**config.mk**
```make
export PLATFORM = sky130hd
export DESIGN_NAME = roic_frame_scanner
export DESIGN_NICKNAME = d
export VERILOG_FILES = /design/src/rtl/roic_frame_scanner.sv
export SDC_FILE = /design/constraint.sdc
export NUM_CORES = 1
export LEC_CHECK = 0
export ABC_CLOCK_PERIOD_IN_PS = 3100
export BUFFER_PORTS_ARGS = -buffer_cell sky130_fd_sc_hd__buf_2
export CAP_MARGIN = 10
export CORE_MARGIN = 2
export CORE_UTILIZATION = 24
export CTS_BUF_LIST = sky130_fd_sc_hd__clkbuf_4 sky130_fd_sc_hd__clkbuf_8
export CTS_CLUSTER_SIZE = 16
export DETAILED_ROUTE_END_ITERATION = 7
export PLACE_DENSITY = 0.53
export SLEW_MARGIN = 30
export SYNTH_ARGS = -nofsm -noshare
export SYNTH_HDL_FRONTEND = slang
export SYNTH_SLANG_ARGS = --single-unit
```
**constraint.sdc**
```tcl
create_clock -name clk -period 3.1 [get_ports clk]
set_input_delay 0.775 -clock clk [delete_from_list [all_inputs] [get_ports clk]]
set_output_delay 0.775 -clock clk [all_outputs]
set_load 0.05 [all_outputs]
```
**src/rtl/roic_frame_scanner.sv**
```systemverilog
// ROIC readout sequencer: fsync pulse, integration window, then raster-order
// one-hot row/column strobes with a binary pixel address for the ADC capture.
module roic_frame_scanner #(
  parameter int ROWS = 3,
  parameter int COLS = 3,
  parameter int IW   = 8,
  parameter int GW   = 4,
  parameter int FCW  = 8,
  localparam int RW  = (ROWS > 1) ? $clog2(ROWS) : 1,
  localparam int CLW = (COLS > 1) ? $clog2(COLS) : 1
) (
  input  logic            clk,
  input  logic            master_rst_n,
  input  logic            start,
  input  logic            cont_mode,
  input  logic            abort,
  input  logic [IW-1:0]   intg_len,
  input  logic [GW-1:0]   col_gap,
  output logic            fsync,
  output logic            intg,
  output logic [ROWS-1:0] row,
  output logic [COLS-1:0] col,
  output logic            pix_valid,
  output logic [RW-1:0]   pix_row,
  output logic [CLW-1:0]  pix_col,
  output logic            busy,
  output logic            frame_done,
  output logic [FCW-1:0]  frame_cnt
);

  localparam int CW = (IW > GW) ? IW : GW;

  localparam logic [2:0] S_IDLE    = 3'd0;
  localparam logic [2:0] S_FSYNC   = 3'd1;
  localparam logic [2:0] S_INTG    = 3'd2;
  localparam logic [2:0] S_STROBE  = 3'd3;
  localparam logic [2:0] S_GAP     = 3'd4;
  localparam logic [2:0] S_ROW_END = 3'd5;
  localparam logic [2:0] S_DONE    = 3'd6;

  logic [2:0]    state, state_n;
  logic [RW-1:0] r_idx, r_n;
  logic [CLW-1:0] c_idx, c_n;
  logic [CW-1:0] cnt, cnt_n;
  logic [GW-1:0] gap_len, gap_len_n;

  // cnt holds the remaining cycles of the current INTG or GAP stretch minus one
  always_comb begin
    state_n   = state;
    r_n       = r_idx;
    c_n       = c_idx;
    cnt_n     = cnt;
    gap_len_n = gap_len;
    case (state)
      S_IDLE: begin
        if (start || cont_mode) state_n = S_FSYNC;
      end
      S_FSYNC: begin
        gap_len_n = col_gap;
        cnt_n     = (intg_len == '0) ? '0 : CW'(intg_len - IW'(1));
        state_n   = S_INTG;
      end
      S_INTG: begin
        if (cnt == '0) begin
          state_n = S_STROBE;
          r_n     = '0;
          c_n     = '0;
        end else begin
          cnt_n = cnt - CW'(1);
        end
      end
      S_STROBE: begin
        if (c_idx == CLW'(COLS - 1)) begin
          state_n = S_ROW_END;
        end else if (gap_len != '0) begin
          state_n = S_GAP;
          cnt_n   = CW'(gap_len - GW'(1));
        end else begin
          c_n = c_idx + CLW'(1);
        end
      end
      S_GAP: begin
        if (cnt == '0) begin
          state_n = S_STROBE;
          c_n     = c_idx + CLW'(1);
        end else begin
          cnt_n = cnt - CW'(1);
        end
      end
      S_ROW_END: begin
        if (r_idx == RW'(ROWS - 1)) begin
          state_n = S_DONE;
        end else begin
          state_n = S_STROBE;
          r_n     = r_idx + RW'(1);
          c_n     = '0;
        end
      end
      S_DONE: begin
        state_n = cont_mode ? S_FSYNC : S_IDLE;
      end
      default: state_n = S_IDLE;
    endcase
    // abort also holds IDLE, which is what swallows a simultaneous start
    if (abort) state_n = S_IDLE;
  end

  // Outputs are decoded from the next state so they line up with the state register
  always_ff @(posedge clk or negedge master_rst_n) begin
    if (!master_rst_n) begin
      state      <= S_IDLE;
      r_idx      <= '0;
      c_idx      <= '0;
      cnt        <= '0;
      gap_len    <= '0;
      fsync      <= 1'b0;
      intg       <= 1'b0;
      row        <= '0;
      col        <= '0;
      pix_valid  <= 1'b0;
      pix_row    <= '0;
      pix_col    <= '0;
      busy       <= 1'b0;
      frame_done <= 1'b0;
      frame_cnt  <= '0;
    end else begin
      state      <= state_n;
      r_idx      <= r_n;
      c_idx      <= c_n;
      cnt        <= cnt_n;
      gap_len    <= gap_len_n;
      fsync      <= (state_n == S_FSYNC);
      intg       <= (state_n == S_INTG);
      row        <= (state_n == S_STROBE || state_n == S_GAP) ? (ROWS'(1) << r_n) : '0;
      col        <= (state_n == S_STROBE) ? (COLS'(1) << c_n) : '0;
      pix_valid  <= (state_n == S_STROBE);
      pix_row    <= (state_n == S_STROBE) ? r_n : '0;
      pix_col    <= (state_n == S_STROBE) ? c_n : '0;
      busy       <= (state_n != S_IDLE);
      frame_done <= (state_n == S_DONE);
      if (state_n == S_DONE) frame_cnt <= frame_cnt + FCW'(1);
    end
  end

endmodule

```
==> impl_metrics.toml <==
[pwr]
swShare_pct = 41.9
clkPwrFrac_pct = 18.1
vdd_drop_max_v = 0.000230
seq_power_share_pct = 39.4
comb_power_share_pct = 42.5
p_per_area_mw_per_mm2 = 734
internal_power_mw = 1.21
p_sw_uw = 873
total_power_mw = 2.09
power.leakage_nw = 1.34

[run]
maxCapViolCount = 0

[clock_tree]
tritoncts = "built"
hold_buffers = 0
cts.root.buffer_cell = "clkbuf_8"
h-tree-depth = 2
postCtsResizedCells = 0
clock_insertion_delay_worst_skew_ns = 0.30
postCtsSetupBuffers = 0
cts.sinks = 42
clock_path_buffers = 2
clk_transition_reported_paths_ns = 0.08
inserted_clock_buffers = 5

[timing]
rsz0062_at_grt = "false"
shortest_period_the_worst_path_allows_ns = 2.45
timing.final.setup_violations = 0
fin_skew_ns = 0.00699
maxSlewHeadroom_pct = 59.2
actual_slew_at_the_worst_max_slew_pin_ns = 0.612
timing.final.max_slew_violations = 0
setup_total_negative_slack_ns = 0
timing.final.ws_setup_ns = 0.653
timing_hold_violations_final = 0
layout_worst_path_cycle_share_pct = 78.9
timing.fmax_mhz = 409

[floorplan]
initial_utilization_pct = 24.6
top_level_ports = 40
chipWidth_um = 104
die_area_sq_mm = 0.0108
coreArea_sq_mm = 0.00977
floorplan.rows = 36
die_span_in_y_um = 104

[worst_setup_path]
worst_r2r_startpoint = "c_idx[0]"
worst_ep_arrival_time_ns = 2.64
worstPathRequired_ns = 3.29
rr_endpoint = "frame_cnt[1]"
reg2regPathDepth = 7
worst_setup_ep_type = "flop"
worst_setup_path_start_kind = "flop"
crit_path_max_fanout = 8
reg2reg_slack_ns = 0.65
path_class = "reg2reg"

[final_layout]
multiInputGateArea_sq_mm = 0.00125
syn_to_final_growth_pct = 18.0
layout-drive-gt1-share_pct = 27.9
insertedDiodeCount = 0
layout.area.seq_sq_mm = 0.00105
layoutNonFillerInstCount = 409
layout.cell_area.non_filler_sq_mm = 0.00284
layout.filler_cells = 1067
finish.net_count = 300

[drt]
dr_wl_met2_um = 2520
routed_wire_length_per_instance_um = 13.1
dr_vias = 1848
post-route-drc-count = 0
avgViaCountPerCell = 4.52
dr.pass1.iters = 4
wl_met1_um = 2530
topRoutingLayerUsed = "met4"
drt-total-wl_um = 5380
met3RoutedLength_um = 236
detail-route-antenna-nets = 0
drt_first_iter_violations = 74

[synthesis]
post-synth-top-area-cell = "dfrtp_1"
async_sr_flop_fraction_pct = 100
syn-num-nets = 259
largest_cells_by_area_after_synthesis = "dfrtp_1 44%, ha_1 4.2%, xor2_1 4.0%, o21ai_0 4.0%, nor2_1 3.1%"
netlist-cell-type-count = 58
yosys_warnings = 0
synth_area_per_cell_sq_um = 10.3
synth.yosys.seq_area_share_pct = 43.7
ys_seq_elements = 42
cell_types_with_the_highest_counts_after_synthesis = "42 x dfrtp_1, 20 x nor2_1, 19 x o21ai_0"
yosys.area.top_type_share_pct = 43.7
synth-main-ff-cell = "dfrtp_1"
post_syn_instances = 234
synth.cell_area_sq_mm = 0.00241
synthMostInstantiatedCell = "dfrtp_1"
synth-edff-count = 0

[outcome]
status = "completed"

[global_routing]
globalRouteOverflowTotal = 0
grt_use_total_pct = 10.7
pin_count_of_the_biggest_net_entering_global_routing = 43
grt_pass1_wl_um = 9490
antenna_found_initial = 0
number_of_global_route_vias_before_repair = 1955

[placed_design]
placed_area_sq_mm = 0.00274
placedCellCount = 401
gp_routability_congestion = 0.808
dp.final_hpwl_um = 3940
dp_worst_setup_slack_ns = 0.620
place.port_buffers = 39

[worst_hold_path]
min-delay-path-class = "in2async"
==> final cells by class <==
type                    count  area share [%]
multi-input cells         167            43.9
repair buffers             41            7.49
well taps                 133            5.86
clock inverters             1           0.176
inverters                  18            2.38
clock buffers               7            3.17
flip-flops and latches     42            37.0
==> worst max path at each step <==
stage | startpoint | endpoint | slack [ns] | cells after the start
3_5_place_dp | intg_len[2] | cnt[1] | 0.62 | 6
3_3_place_gp | intg_len[2] | cnt[0] | 0.62 | 6
6_report | c_idx[0] | frame_cnt[1] | 0.65 | 7
5_1_grt | cnt[0] | col[1] | 0.44 | 8
4_1_cts | c_idx[0] | frame_cnt[1] | 0.64 | 7
2_1_floorplan | c_idx[0] | frame_cnt[1] | 0.85 | 8
==> critical path, cell delays in order (launching register included) <==
cell,delay (ns)
dfrtp_1,0.36
inv_1,0.08
ha_1,0.22
or4b_1,0.63
a22o_1,0.31
o221ai_4,0.26
or2_4,0.20
mux2_4,0.29
==> power groups by stage <==
stage,logic (mW),registers (mW),clock network [mW]
finish,0.886,0.821,0.379
global route,0.993,0.850,0.420
CTS,0.892,0.824,0.391
detailed placement,0.888,0.833,0
global placement,0.879,0.833,0
floorplan,0.592,0.910,0
==> flip-flops by register name (all words and copies together), names as in the netlist, 2 cells and up <==
signal     cells
frame_cnt      8
r_idx          2
col            3
pix_row        2
cnt            8
row            3
c_idx          2
state          3
pix_col        2
gap_len        4
==> per-layer routing <==
layer	vias up	track usage [%]
met1	887	13.4
met3	9	3.13
met5	-	0
met2	34	17.5
met4	0	3.86
li1	918	-
==> through the flow <==
stage	hold slack [ns]	utilization [%]
final	0.447	29.1
after global routing	0.496	29.1
after CTS	0.477	29.0
after detailed placement	0.461	28.1
after global placement	0.461	28.1
after floorplan	0.479	-
==> cell families after synthesis <==
group,after synthesis,synth area share (%)
muxes,6,2.96
and+or+nand+nor,85,21.2
buffers and inverters,25,4.52
AOI/OAI and AO/OA,52,17.7
DFF,42,43.7
adders and majority gates,8,4.16
xor gates and xnor gates,16,5.82
==> cells in the final DEF (no fill, tap or decap), types with 6 or more instances in the layout <==
cell       n
dfrtp_1   42
buf_2     38
nor2_1    20
o21ai_0   19
inv_1     18
nor3_1    11
xor2_1    11
nand2_1   10
ha_1       8
nand3_1    6
nor4_1     6
clkbuf_8   6
No activity file was read; power rests on OpenSTA's default activity.
